--- config.mk ---
export PLATFORM = sky130hd
export DESIGN_NAME = hazard_stall_ctrl_flat
export DESIGN_NICKNAME = d
export VERILOG_FILES = /design/src/rtl/hazard_stall_ctrl_if.sv /design/src/rtl/hazard_stall_ctrl.sv /design/src/flat_wrapper.sv
export SDC_FILE = /design/constraint.sdc
export NUM_CORES = 1
export LEC_CHECK = 0
export CORE_ASPECT_RATIO = 0.8
export CORE_MARGIN = 1.5
export CORE_UTILIZATION = 36
export CTS_BUF_LIST = sky130_fd_sc_hd__clkbuf_2
export CTS_CLUSTER_DIAMETER = 50
export DETAILED_ROUTE_END_ITERATION = 8
export PLACE_DENSITY_LB_ADDON = 0.2
export SETUP_SLACK_MARGIN = 0.02
export SYNTH_ARGS = -nofsm -noshare
export SYNTH_HDL_FRONTEND = slang
export SYNTH_SLANG_ARGS = --single-unit
--- constraint.sdc ---
create_clock -name clk -period 1.5 [get_ports clk]
set_input_delay 0.3 -clock clk [delete_from_list [all_inputs] [get_ports clk]]
set_output_delay 0.3 -clock clk [all_outputs]
set_load 0.02 [all_outputs]
--- src/rtl/hazard_stall_ctrl_if.sv ---
// Decode-side bundle between ID and hazard_stall_ctrl: ID operand/destination info in, stall/bubble/forward/halt out.
interface hazard_stall_ctrl_if #(
  parameter int REG_W = 3,
  parameter int CNT_W = 16
);
  logic             id_valid;
  logic             id_wr_en;
  logic             id_is_load;
  logic             id_is_halt;
  logic [REG_W-1:0] id_rd;
  logic [REG_W-1:0] id_rs_a;
  logic             id_use_a;
  logic [REG_W-1:0] id_rs_b;
  logic             id_use_b;
  logic             ex_flush;
  logic             stall;
  logic             ex_bubble;
  logic [1:0]       fwd_a_sel;
  logic [1:0]       fwd_b_sel;
  logic             halted;
  logic [CNT_W-1:0] stall_cnt;
  logic [CNT_W-1:0] fwd_cnt;

  modport master (
    output id_valid, id_wr_en, id_is_load, id_is_halt, id_rd,
           id_rs_a, id_use_a, id_rs_b, id_use_b, ex_flush,
    input  stall, ex_bubble, fwd_a_sel, fwd_b_sel, halted, stall_cnt, fwd_cnt
  );

  modport slave (
    input  id_valid, id_wr_en, id_is_load, id_is_halt, id_rd,
           id_rs_a, id_use_a, id_rs_b, id_use_b, ex_flush,
    output stall, ex_bubble, fwd_a_sel, fwd_b_sel, halted, stall_cnt, fwd_cnt
  );
endinterface

--- src/rtl/hazard_stall_ctrl.sv ---
// hazard_stall_ctrl: EX/MEM destination tracker producing forward selects, load-use stalls, flush bubbles and HLT drain.
// Optional macro HAZARD_PERF_CNT_EN adds saturating stall/forward performance counters.
module hazard_stall_ctrl #(
  parameter int REG_W = 3,
  parameter int CNT_W = 16
) (
  input logic                clk,
  input logic                rst_n,
  hazard_stall_ctrl_if.slave bus
);

  typedef struct packed {
    logic             v;
    logic             wr;
    logic             ld;
    logic             hlt;
    logic [REG_W-1:0] rd;
  } slot_t;

  typedef enum logic [1:0] {
    ST_RUN    = 2'b00,
    ST_DRAIN  = 2'b01,
    ST_HALTED = 2'b10
  } state_t;

  localparam slot_t SLOT_EMPTY = {(REG_W + 4){1'b0}};

  slot_t      ex_r;
  slot_t      mem_r;
  slot_t      id_entry_s;
  slot_t      ex_next_s;
  state_t     state_r;
  logic       halted_r;
  logic       dep_ex_a_s;
  logic       dep_ex_b_s;
  logic       dep_mem_a_s;
  logic       dep_mem_b_s;
  logic       load_use_s;
  logic       stall_s;
  logic       ex_bubble_s;
  logic [1:0] fwd_a_s;
  logic [1:0] fwd_b_s;

  function automatic logic dep_f(input logic valid, input logic use_op,
                                 input logic [REG_W-1:0] rs, input slot_t s);
    return valid & use_op & s.v & s.wr & (s.rd == rs);
  endfunction

  // Nearest non-load producer wins; load results only exist at WB and are never forwarded.
  function automatic logic [1:0] fwd_f(input logic dep_ex, input logic dep_mem,
                                       input slot_t ex, input slot_t mem);
    logic [1:0] sel;
    if (dep_ex && !ex.ld) begin
      sel = 2'b01;
    end else if (dep_mem && !mem.ld) begin
      sel = 2'b10;
    end else begin
      sel = 2'b00;
    end
    return sel;
  endfunction

  // Dependency check, forward selects, stall/bubble decision and next EX slot contents.
  always_comb begin
    stall_s     = 1'b1;
    dep_ex_a_s  = dep_f(bus.id_valid, bus.id_use_a, bus.id_rs_a, ex_r);
    dep_ex_b_s  = dep_f(bus.id_valid, bus.id_use_b, bus.id_rs_b, ex_r);
    dep_mem_a_s = dep_f(bus.id_valid, bus.id_use_a, bus.id_rs_a, mem_r);
    dep_mem_b_s = dep_f(bus.id_valid, bus.id_use_b, bus.id_rs_b, mem_r);
    fwd_a_s     = fwd_f(dep_ex_a_s, dep_mem_a_s, ex_r, mem_r);
    fwd_b_s     = fwd_f(dep_ex_b_s, dep_mem_b_s, ex_r, mem_r);
    load_use_s  = (ex_r.ld & (dep_ex_a_s | dep_ex_b_s)) |
                  (mem_r.ld & (dep_mem_a_s | dep_mem_b_s));
    case (state_r)
      ST_RUN:    stall_s = ~bus.ex_flush & load_use_s;
      ST_DRAIN:  stall_s = ~bus.ex_flush;
      ST_HALTED: stall_s = 1'b1;
      default:   stall_s = 1'b1;
    endcase
    ex_bubble_s   = ~rst_n | stall_s | bus.ex_flush | (state_r != ST_RUN);
    id_entry_s.v   = bus.id_valid & ~stall_s & ~bus.ex_flush;
    id_entry_s.wr  = bus.id_wr_en;
    id_entry_s.ld  = bus.id_is_load;
    id_entry_s.hlt = bus.id_is_halt;
    id_entry_s.rd  = bus.id_rd;
    if (ex_bubble_s) begin
      ex_next_s = SLOT_EMPTY;
    end else begin
      ex_next_s = id_entry_s;
    end
  end

  // Tracker shift: ID entry (or bubble) into EX, EX into MEM.
  always_ff @(posedge clk or negedge rst_n) begin
    if (!rst_n) begin
      ex_r  <= SLOT_EMPTY;
      mem_r <= SLOT_EMPTY;
    end else begin
      ex_r  <= ex_next_s;
      mem_r <= ex_r;
    end
  end

  // HLT drain sequencing; HALTED is left only through reset.
  always_ff @(posedge clk or negedge rst_n) begin
    if (!rst_n) begin
      state_r  <= ST_RUN;
      halted_r <= 1'b0;
    end else begin
      case (state_r)
        ST_RUN: begin
          halted_r <= 1'b0;
          if (bus.id_valid && bus.id_is_halt && !stall_s && !bus.ex_flush) begin
            state_r <= ST_DRAIN;
          end else begin
            state_r <= ST_RUN;
          end
        end
        ST_DRAIN: begin
          if (bus.ex_flush) begin
            state_r  <= ST_RUN;
            halted_r <= 1'b0;
          end else if (!ex_r.v && mem_r.v && mem_r.hlt) begin
            state_r  <= ST_HALTED;
            halted_r <= 1'b1;
          end else begin
            state_r  <= ST_DRAIN;
            halted_r <= 1'b0;
          end
        end
        ST_HALTED: begin
          state_r  <= ST_HALTED;
          halted_r <= 1'b1;
        end
        default: begin
          state_r  <= ST_RUN;
          halted_r <= 1'b0;
        end
      endcase
    end
  end

`ifdef HAZARD_PERF_CNT_EN
  logic [CNT_W-1:0] stall_cnt_r;
  logic [CNT_W-1:0] fwd_cnt_r;

  // Saturating load-use stall and forwarding-activity counters.
  always_ff @(posedge clk or negedge rst_n) begin
    if (!rst_n) begin
      stall_cnt_r <= {CNT_W{1'b0}};
      fwd_cnt_r   <= {CNT_W{1'b0}};
    end else begin
      if (stall_s && (state_r == ST_RUN) && (stall_cnt_r != {CNT_W{1'b1}})) begin
        stall_cnt_r <= stall_cnt_r + {{(CNT_W-1){1'b0}}, 1'b1};
      end else begin
        stall_cnt_r <= stall_cnt_r;
      end
      if (((fwd_a_s | fwd_b_s) != 2'b00) && (fwd_cnt_r != {CNT_W{1'b1}})) begin
        fwd_cnt_r <= fwd_cnt_r + {{(CNT_W-1){1'b0}}, 1'b1};
      end else begin
        fwd_cnt_r <= fwd_cnt_r;
      end
    end
  end

  assign bus.stall_cnt = stall_cnt_r;
  assign bus.fwd_cnt   = fwd_cnt_r;
`else
  assign bus.stall_cnt = {CNT_W{1'b0}};
  assign bus.fwd_cnt   = {CNT_W{1'b0}};
`endif

  assign bus.stall     = stall_s;
  assign bus.ex_bubble = ex_bubble_s;
  assign bus.fwd_a_sel = fwd_a_s;
  assign bus.fwd_b_sel = fwd_b_s;
  assign bus.halted    = halted_r;

endmodule

--- src/flat_wrapper.sv ---
// flat-port wrapper written by rule: the top's interface ports become plain ports
module hazard_stall_ctrl_flat 
#(
  parameter int REG_W = 3,
  parameter int CNT_W = 16
)
  (clk, rst_n, bus_id_valid, bus_id_wr_en, bus_id_is_load, bus_id_is_halt, bus_id_rd, bus_id_rs_a, bus_id_use_a, bus_id_rs_b, bus_id_use_b, bus_ex_flush, bus_stall, bus_ex_bubble, bus_fwd_a_sel, bus_fwd_b_sel, bus_halted, bus_stall_cnt, bus_fwd_cnt);
  hazard_stall_ctrl_if #(.REG_W(REG_W), .CNT_W(CNT_W)) bus_i ();
  input logic clk;
  input logic rst_n;
  input wire logic [$bits(bus_i.id_valid)-1:0] bus_id_valid;
  input wire logic [$bits(bus_i.id_wr_en)-1:0] bus_id_wr_en;
  input wire logic [$bits(bus_i.id_is_load)-1:0] bus_id_is_load;
  input wire logic [$bits(bus_i.id_is_halt)-1:0] bus_id_is_halt;
  input wire logic [$bits(bus_i.id_rd)-1:0] bus_id_rd;
  input wire logic [$bits(bus_i.id_rs_a)-1:0] bus_id_rs_a;
  input wire logic [$bits(bus_i.id_use_a)-1:0] bus_id_use_a;
  input wire logic [$bits(bus_i.id_rs_b)-1:0] bus_id_rs_b;
  input wire logic [$bits(bus_i.id_use_b)-1:0] bus_id_use_b;
  input wire logic [$bits(bus_i.ex_flush)-1:0] bus_ex_flush;
  output wire logic [$bits(bus_i.stall)-1:0] bus_stall;
  output wire logic [$bits(bus_i.ex_bubble)-1:0] bus_ex_bubble;
  output wire logic [$bits(bus_i.fwd_a_sel)-1:0] bus_fwd_a_sel;
  output wire logic [$bits(bus_i.fwd_b_sel)-1:0] bus_fwd_b_sel;
  output wire logic [$bits(bus_i.halted)-1:0] bus_halted;
  output wire logic [$bits(bus_i.stall_cnt)-1:0] bus_stall_cnt;
  output wire logic [$bits(bus_i.fwd_cnt)-1:0] bus_fwd_cnt;
  assign bus_i.id_valid = bus_id_valid;
  assign bus_i.id_wr_en = bus_id_wr_en;
  assign bus_i.id_is_load = bus_id_is_load;
  assign bus_i.id_is_halt = bus_id_is_halt;
  assign bus_i.id_rd = bus_id_rd;
  assign bus_i.id_rs_a = bus_id_rs_a;
  assign bus_i.id_use_a = bus_id_use_a;
  assign bus_i.id_rs_b = bus_id_rs_b;
  assign bus_i.id_use_b = bus_id_use_b;
  assign bus_i.ex_flush = bus_ex_flush;
  assign bus_stall = bus_i.stall;
  assign bus_ex_bubble = bus_i.ex_bubble;
  assign bus_fwd_a_sel = bus_i.fwd_a_sel;
  assign bus_fwd_b_sel = bus_i.fwd_b_sel;
  assign bus_halted = bus_i.halted;
  assign bus_stall_cnt = bus_i.stall_cnt;
  assign bus_fwd_cnt = bus_i.fwd_cnt;
  hazard_stall_ctrl #(.REG_W(REG_W), .CNT_W(CNT_W)) u_core (.clk(clk), .rst_n(rst_n), .bus(bus_i));
endmodule
==> run metrics <==
outcome=complete, but fails checks; failing checks=negative setup slack; worst-path fanout max=3; DRT iter0 DRCs=11; Fmax achieved=a little under 0.5 GHz; first-pass GRT wire length=3339 um; worst vdd ir=419.5 uV; Die X=63.59 um; setup TNS=-4.292 ns; Final WS setup=-0.5509 ns; number of global-route vias before repair=740; Final min period=2.051 ns; Remaining DRCs=0; Die ar.=about 3300 um2; final setup vio count=13; routed length per instance=10.62 um; via count=805; CTS clk-pin slew, worst paths=around 0.15 ns; Synth area leader=dfrtp_1; initial antenna violation count=0; core area=2765 um2; CTS Buffer Depth=2; critical path's most frequent cell=buf_4; Final Slew Violations=0; top cell type's share of synthesized area=40.24%; WP data required=1.20 ns; CP max stage delay=0.47 ns; PwrDens=676.3 nW/um2; crit share post-route=136.7%; Die H=51.47 um; layout filler cell count=257; CTS tree=yes; Syn Inst Count=106; Hold Vio Cnt, Final=0; Fin Hold WS=0.3331 ns; Post-DP HPWL=1672 um; max cap viols=0; Post-CTS Repair Setup Buffers=0; IO Port Bufs=24; final design utilization=between 50% and 60%; Pwr Total=0.9925 mW; warnings from Yosys=0; largest net degree at the start of global routing=18; clock skew=0.005830 ns; Post-CTS Hold Fix Bufs=0; WL final=1997 um; Critical Path Sink Type=output pin; Starting Density=a little under two fifths; CTS sink cnt=17; Synth cell types=22; Rows=17; CP Data Arrival Time=1.75 ns; Ant. Diodes=0; Worst Path Class, Setup=flip-flop to output pin; Remaining Overflow, GRT=0; htree depth=1; clk root buf=clkbuf_2; Clk Latency, worst-skew pair=0.30 ns; Place WS=-1.087 ns; vias per cell=between 4 and 5; GP Congestion=approximately 0.77; DR pass1 iterations=4; layout cells sized above 1=about a third; Hold Path Class=primary input to async pin; P_leak=0.7067 nW; slowest CP cell=dfrtp_1; crit path launch type=flip-flop; nets@finish=approximately 170; Syn-to-layout area delta=38.82%; Area contributors post-synth=dfrtp_1, buf_4, xnor2_1; synthesized flop and latch total=17; GRT Util Overall=13.65%; IO Count=57; sequential-to-total area share from yosys stat=40.24%; worst path cell trace=xnor2_1 > nand4_1 > buf_4 > nor3_4 > nor4_2 > buf_4; Syn Area/Cell=roughly 10 um2; CTS buffer count=3; Cell Area, Synth=roughly 1100 um2; RSZ-0062 raised after global routing=true; antenna-violating nets left=0
[path summary, 6_finish.rpt]
kind | startpoint | end | slack, ns | depth (start not counted)
setup / recovery | u_core.ex_r[0] | bus_fwd_b_sel[1] | -0.55 | 6
setup reg to reg | u_core.ex_r[0] | u_core.ex_r[1] | -0.19 | 6
hold reg to reg | u_core.ex_r[3] | u_core.mem_r[3] | 0.37 | 0
max in group asynchronous | rst_n | u_core.ex_r[1] | 0.97 | 2
min in group clk | u_core.ex_r[3] | u_core.mem_r[3] | 0.37 | 0
hold / removal | rst_n | u_core.ex_r[3] | 0.33 | 2
[cell usage after synthesis]
master,number
nor2_1,4
nand3_1,2
and2_1,6
inv_1,4
buf_4,32
a31o_2,1
nor4_1,2
dfrtp_1,17
nand4_1,6
a21oi_2,1
nor3_1,4
and4bb_4,1
conb_1,1
a31oi_1,1
ha_1,4
a21oi_1,1
nand2_1,3
o22ai_1,1
nor2b_1,1
nor3b_1,1
xnor2_1,12
and2_4,1
[kinds of logic after synthesis]
logic type,count (synthesis),share of synthesized area (%)
other cells,1,0.3547
xor+xnor,12,9.941
simple gates,31,17.28
fa+ha+maj,4,4.734
compound gates,5,3.314
flops,17,40.24
buf+inv,36,24.14
[cell usage in the layout, fill, tap and decap left out, types with 3 or more instances in the layout]
cell	n
nand4_1	6
and2_1	6
nand2_1	3
clkbuf_2	4
nor2_1	4
buf_4	19
conb_1	32
xnor2_2	7
xnor2_1	5
inv_1	3
buf_6	4
dfrtp_1	15
ha_1	4
dlygate4sd2_1	7
clkdlybuf4s50_1	11
[registers in the layout (all words and copies together) (netlist names)]
signal	flops
u_core.mem_r	7
u_core.ex_r	7
u_core.bus.halted	1
u_core.state_r	2
[power breakdown]
group / leakage, nW / switching, mW / internal, mW
logic: 0.461 / 0.159 / 0.129
clock network: 0.0166 / 0.137 / 0.0706
registers: 0.229 / 0.0180 / 0.479
[critical path, delay by kind of cell, from the launching register on]
kind / cells / cell delay (ns)
flip-flops: 1 / 0.47
AND/OR/NAND/NOR: 3 / 0.43
buffers and inverters: 2 / 0.34
XOR/XNOR: 1 / 0.21
[metal layers]
metal  global-route usage [%]  vias to the layer above  wire, um
met5                        0                        -         0
met4                    8.696                        0        68
met3                    2.203                        7       126
met2                    22.63                       49       948
met1                    16.71                      369       853
li1                         -                      380         -
[layout make-up]
type                       count  area [um2]  area share, %
clock buffer                   4       20.02          1.364
inverter                       4       17.52          1.194
multi-input combinational     84       595.6          40.58
sequential                    17       427.9          29.16
tap                           38       47.55          3.240
timing repair buffer          41       359.1          24.47
[stage by stage]
| stage | area, um2 | cells |
|---|---|---|
| 6_report | 1468 | 188 |
| 5_1_grt | 1468 | 188 |
| 4_1_cts | 1408 | 188 |
| 3_5_place_dp | 1389 | 184 |
| 3_3_place_gp | 1389 | 184 |
| 2_1_floorplan | 1214 | 137 |
[timing repair]
| item | in CTS | in global routing |
|---|---|---|
| resized for setup | 43 | 11 |
| setup endpoints to repair | 14 | 14 |
| pin swaps | 10 | 8 |
(Power assumes the default switching activity.)
==> variant 1, RTL diff (same settings) <==
Re-encode `state_t` (3 states) as one-hot, 3 bits wide.
--- a/src/rtl/hazard_stall_ctrl.sv
+++ b/src/rtl/hazard_stall_ctrl.sv
@@ -17,10 +17,10 @@
     logic [REG_W-1:0] rd;
   } slot_t;
 
-  typedef enum logic [1:0] {
-    ST_RUN    = 2'b00,
-    ST_DRAIN  = 2'b01,
-    ST_HALTED = 2'b10
+  typedef enum logic [2:0] {
+    ST_RUN    = 3'b001,
+    ST_DRAIN  = 3'b010,
+    ST_HALTED = 3'b100
   } state_t;
 
   localparam slot_t SLOT_EMPTY = {(REG_W + 4){1'b0}};
Behaviour: same outputs for any inputs over 10 cycles, from zero or initial values and one cycle with rst_n low; not proved beyond that.
==> variant 1 against the original RTL <==
- hold slack improved by 0.044 ns
- die area is 5.0% higher
- highest routed layer unchanged
- setup slack worse by 0.037 ns
- the run still ends with setup timing left
- power fell by 14%
- design area down 0.34%
- wire length rose by 6.8%
- sequential cell count grew 1
- largest cell class unchanged
- final cell count decreased by 0.53%
- via count is 0.50% higher
- count of clock-buffer cells in the layout shrank 1
- synthesized area rose by 5.3%
==> variant 1: results (changes against the original RTL) <==
.. list-table::
   :header-rows: 1

   * - Metric
     - Value
   * - Final worst slack
     - -0.5879 ns (-0.03709 ns)
   * - Reg-to-reg setup timing slack
     - -0.15 ns (+0.04 ns)
   * - Clock buffer and inverter area fraction after layout
     - 1.283% (-0.081 points)
   * - Vias per cell
     - 4.326 (+1.0%)
   * - Post-synthesis instance total
     - 108 (+1.9%)
   * - FILL cells
     - 261 (+1.6%)
   * - Setup violation total in the final timing report
     - 13 (unchanged)
   * - Worst ir drop on vdd
     - 0.3465 mV (-17%)
   * - NumNets Final
     - 168 (-2.9%)
   * - Global-route wire length before repair
     - 3.470 mm (+3.9%)
   * - Outcome
     - finished with violations
   * - Violated checks
     - setup timing
   * - Iter 0 DRT Violations
     - 15 (+4)
   * - Synthesized-area fraction occupied by adder cells
     - 0% (-4.7 points)
   * - Sequential cell area in the final layout
     - 452.9 um2 (+5.8%)
   * - Pre-CTS worst setup slack
     - -1.040 ns (+0.04776 ns)
   * - Most frequent cells after synthesis
     - sky130_fd_sc_hd__buf_4 (33), sky130_fd_sc_hd__dfrtp_1 (17), sky130_fd_sc_hd__xnor2_1 (12)
   * - Number of global-route vias before repair
     - 745 (+0.68%)
   * - Peak per-stage delay on the critical path
     - 0.50 ns (+0.03 ns)
   * - Area contributors post-synth
     - sky130_fd_sc_hd__dfrtp_1 (38%), sky130_fd_sc_hd__buf_4 (22%), sky130_fd_sc_hd__xnor2_1 (9.4%)
   * - Reg-to-Reg Start
     - u_core.mem_r[0]
   * - Worst r2r dst
     - u_core.ex_r[6]
   * - Layout Skew
     - 0.001560 ns (-0.004271 ns)
   * - Slowest stage cell on the critical path
     - sky130_fd_sc_hd__clkdlybuf4s50_1
   * - Fraction of final layout cells with drive strength greater than 1
     - 32.21% (+0.21 points)
   * - Share of the synthesized area in compound gates (AO/OA/AOI/OAI)
     - 4.944% (+1.6 points)
   * - Final weighted congestion of routability-driven global placement
     - 0.8642 (+13%)
   * - Buffer share of cell area
     - 23.27% (-1.2 points)
   * - Placed Instances
     - 181 (-1.6%)
   * - Launching element of the worst setup path
     - bus_id_rs_a[0]
   * - Combined area of the multi-input logic cells
     - 599.3 um2 (+0.63%)
variant 1: cell count changes in the layout (fill, tap and decap cells not counted), moves of 3 or more:
cell,delta
sky130_fd_sc_hd__ha_1,-4
sky130_fd_sc_hd__xnor2_2,-4
sky130_fd_sc_hd__inv_1,-3
sky130_fd_sc_hd__xnor2_1,+4
sky130_fd_sc_hd__and2_4,+5
sky130_fd_sc_hd__and2_1,-6
sky130_fd_sc_hd__a21oi_1,+4
variant 1: repair_timing:
| action | 4_1_cts | 5_1_grt |
|---|---|---|
| pin swaps | 18 | 10 |
| gates resized for setup | 48 | 3 |
| buffers inserted | 1 | 1 |
| endpoints found under the setup margin | 15 | 15 |
variant 1: per-layer routing:
metal	up-vias	routed length, um	track usage [%]
li1	385	-	-
met1	386	964	17.87
met2	36	1033	21.94
met3	2	119	3.871
met4	0	14	5.208
met5	-	0	0
variant 1: worst min-delay path by stage:
stage | from | endpoint | depth (start not counted) | slack [ns]
floorplan | rst_n | u_core.bus.halted | 0 | 0.004
global placement | u_core.ex_r[3] | u_core.mem_r[3] | 0 | 0.34
detailed placement | u_core.ex_r[3] | u_core.mem_r[3] | 0 | 0.34
CTS | u_core.ex_r[3] | u_core.mem_r[3] | 0 | 0.38
global route | rst_n | u_core.mem_r[3] | 2 | 0.36
finish | u_core.ex_r[3] | u_core.mem_r[3] | 0 | 0.38
variant 1: power breakdown:
part | leakage [nW] | internal [mW] | total [mW] | switching, mW
clock | 0.0140 | 0.0579 | 0.203 | 0.145
combinational | 0.419 | 0.0576 | 0.168 | 0.111
sequential | 0.236 | 0.486 | 0.486 | 0
total | 0.669 | 0.601 | 0.857 | 0.256
==> variant 2, RTL diff (same settings) <==
Without the edit above. `REG_W` is set to 3 in 3 places; all go to 4.
--- a/src/rtl/hazard_stall_ctrl_if.sv
+++ b/src/rtl/hazard_stall_ctrl_if.sv
@@ -1,6 +1,6 @@
 // Decode-side bundle between ID and hazard_stall_ctrl: ID operand/destination info in, stall/bubble/forward/halt out.
 interface hazard_stall_ctrl_if #(
-  parameter int REG_W = 3,
+  parameter int REG_W = 4,
   parameter int CNT_W = 16
 );
   logic             id_valid;
--- a/src/rtl/hazard_stall_ctrl.sv
+++ b/src/rtl/hazard_stall_ctrl.sv
@@ -1,7 +1,7 @@
 // hazard_stall_ctrl: EX/MEM destination tracker producing forward selects, load-use stalls, flush bubbles and HLT drain.
 // Optional macro HAZARD_PERF_CNT_EN adds saturating stall/forward performance counters.
 module hazard_stall_ctrl #(
-  parameter int REG_W = 3,
+  parameter int REG_W = 4,
   parameter int CNT_W = 16
 ) (
   input logic                clk,
--- a/src/flat_wrapper.sv
+++ b/src/flat_wrapper.sv
@@ -1,7 +1,7 @@
 // flat-port wrapper written by rule: the top's interface ports become plain ports
 module hazard_stall_ctrl_flat 
 #(
-  parameter int REG_W = 3,
+  parameter int REG_W = 4,
   parameter int CNT_W = 16
 )
   (clk, rst_n, bus_id_valid, bus_id_wr_en, bus_id_is_load, bus_id_is_halt, bus_id_rd, bus_id_rs_a, bus_id_use_a, bus_id_rs_b, bus_id_use_b, bus_ex_flush, bus_stall, bus_ex_bubble, bus_fwd_a_sel, bus_fwd_b_sel, bus_halted, bus_stall_cnt, bus_fwd_cnt);
Ports: changed (resized bus_id_rd, bus_id_rs_a and bus_id_rs_b); port bits go from 57 to 60. The function was not compared with the original's and may differ.
==> variant 2 against the original RTL <==
- the run still ends with setup timing left
- critical path depth rose by 1
- sequential cell count rose by 2
- largest cell class unchanged
- maximum frequency fell by 1.3%
- power rose by 16%
- design area rose by 21%
- wire length rose by 15%
- synthesized area rose by 17%
- setup slack got worse by 0.028 ns
==> variant 2: results (changes against the original RTL) <==
.. list-table::
   :header-rows: 1

   * - Metric
     - Value
   * - Final worst slack
     - -0.5789 ns (-0.02806 ns)
   * - Area contributors post-synth
     - sky130_fd_sc_hd__dfrtp_1 (38%), sky130_fd_sc_hd__buf_4 (19%), sky130_fd_sc_hd__xnor2_1 (11%)
   * - Internal power
     - 0.7753 mW (+14%)
   * - Layout Skew
     - 0.006097 ns (+0.0002667 ns)
   * - Power Clock
     - 0.228 mW (+9.6%)
   * - DRT Wirelength
     - 2.303 mm (+15%)
   * - Detailed placer's ending HPWL
     - 1.947 mm (+16%)
   * - Vias per cell
     - 4.287 (+0.12%)
   * - Share of the synthesized area in compound gates (AO/OA/AOI/OAI)
     - 8.375% (+5.1 points)
   * - Proportion of power drawn by the clock network
     - 19.8% (-1.1 points)
   * - Outcome
     - finished with violations
   * - Maximum fanout count along the critical path
     - 2 (-1)
   * - Crit-path leading delay family
     - buffers and inverters
   * - Clk pin slew, worst setup/hold paths
     - 0.19 ns (+0.04 ns)
   * - Worst ir drop on vdd
     - 0.4033 mV (-3.9%)
   * - Post-synthesis sequential area ratio
     - 38.35% (-1.9 points)
   * - Fraction of final layout cells with drive strength greater than 1
     - 37.28% (+5.3 points)
   * - Post-route non-filler standard cell count
     - 209 (+11%)
   * - Registers with the most flip-flops
     - u_core.ex_r x8, u_core.mem_r x8, u_core.state_r x2
   * - Xor/xnor share of the synthesized area
     - 11.30% (+1.4 points)
   * - Placed Instances
     - 203 (+10%)
   * - Post-synthesis instance total
     - 118 (+11%)
   * - Final weighted congestion of routability-driven global placement
     - 0.7538 (-1.7%)
   * - Most frequent cells after synthesis
     - sky130_fd_sc_hd__buf_4 (32), sky130_fd_sc_hd__dfrtp_1 (19), sky130_fd_sc_hd__xnor2_1 (15)
   * - Synthesized-area fraction occupied by adder cells
     - 4.036% (-0.70 points)
   * - Total negative slack
     - -3.567 ns (+0.7251 ns)
   * - HP Class
     - primary input to asynchronous set/reset pin
   * - H-Tree Depth
     - 1 (unchanged)
   * - Buffers added on ports
     - 27 (+13%)
   * - Maximum number of pins on one net before global-route repair
     - 20 (+2)
   * - Standby leakage power
     - 0.8410 nW (+19%)
   * - Slowest stage cell on the critical path
     - sky130_fd_sc_hd__clkdlybuf4s50_1
   * - Violated checks
     - setup timing
   * - Number of distinct library cells after synthesis
     - 31 (+41%)
   * - Global-route wire length before repair
     - 3.795 mm (+14%)
   * - Setup violation total in the final timing report
     - 14 (+1)
   * - Pre-CTS worst setup slack
     - -1.065 ns (+0.02240 ns)
   * - Aggregate global-route resource usage
     - 13.10% (-0.55 points)
   * - Number of global-route vias before repair
     - 840 (+14%)
   * - Peak per-stage delay on the critical path
     - 0.51 ns (+0.04 ns)
   * - Combinational Power
     - 0.372 mW (+29%)
   * - Share of synthesized flip-flops with an asynchronous set or reset
     - 100.0% (unchanged)
-- variant 2: cell count changes in the layout (fill, tap and decap cells not counted), sizes merged, moves of 2 or more --
| cell | change |
|---|---|
| dlymetal6s2s | +4 |
| xnor2 | +3 |
| nand4 | -4 |
| nor2 | -2 |
| dlygate4sd2 | -6 |
| clkdlybuf4s50 | +5 |
| nand4b | +2 |
| nand2 | +3 |
| dfrtp | +2 |
| buf | +4 |
-- variant 2: worst paths after layout --
kind / startpoint / end / slack [ns] / depth (start not counted)
worst max register to register: u_core.ex_r[2] / u_core.ex_r[6] / -0.06 / 6
worst min register to register: u_core.ex_r[4] / u_core.mem_r[4] / 0.37 / 0
min in group clk: u_core.ex_r[4] / u_core.mem_r[4] / 0.37 / 0
worst max-delay path: bus_id_rs_a[1] / bus_stall / -0.58 / 7
max in group asynchronous: rst_n / u_core.mem_r[0] / 0.97 / 2
worst min-delay path: rst_n / u_core.mem_r[5] / 0.33 / 2
-- variant 2: layout make-up --
| class | instances | area [um2] |
|---|---|---|
| tap | 40 | 50.05 |
| multi-input combinational | 94 | 758.2 |
| sequential | 19 | 475.5 |
| clock buffer | 3 | 15.01 |
| inverter | 4 | 15.01 |
| timing repair buffer | 48 | 447.9 |
| fill | 278 | 1406 |
| clock inverter | 1 | 7.507 |
-- variant 2: metal layers --
layer / share of wire [%] / vias to the layer above / track usage (%) / wire, um
met5: 0 / - / 0 / 0
met4: 0 / 0 / 1.714 / 0
met3: 6.6 / 0 / 3.666 / 152
met2: 47 / 45 / 19.64 / 1092
met1: 46 / 425 / 19.17 / 1057
li1: - / 426 / - / -
-- variant 2: per-stage QoR --
step	area [um2]	hold slack, ns
after floorplan	1406	0.004409
after global placement	1629	0.3326
after detailed placement	1629	0.3347
after CTS	1685	0.3309
after global routing	1769	0.3551
final	1769	0.3344
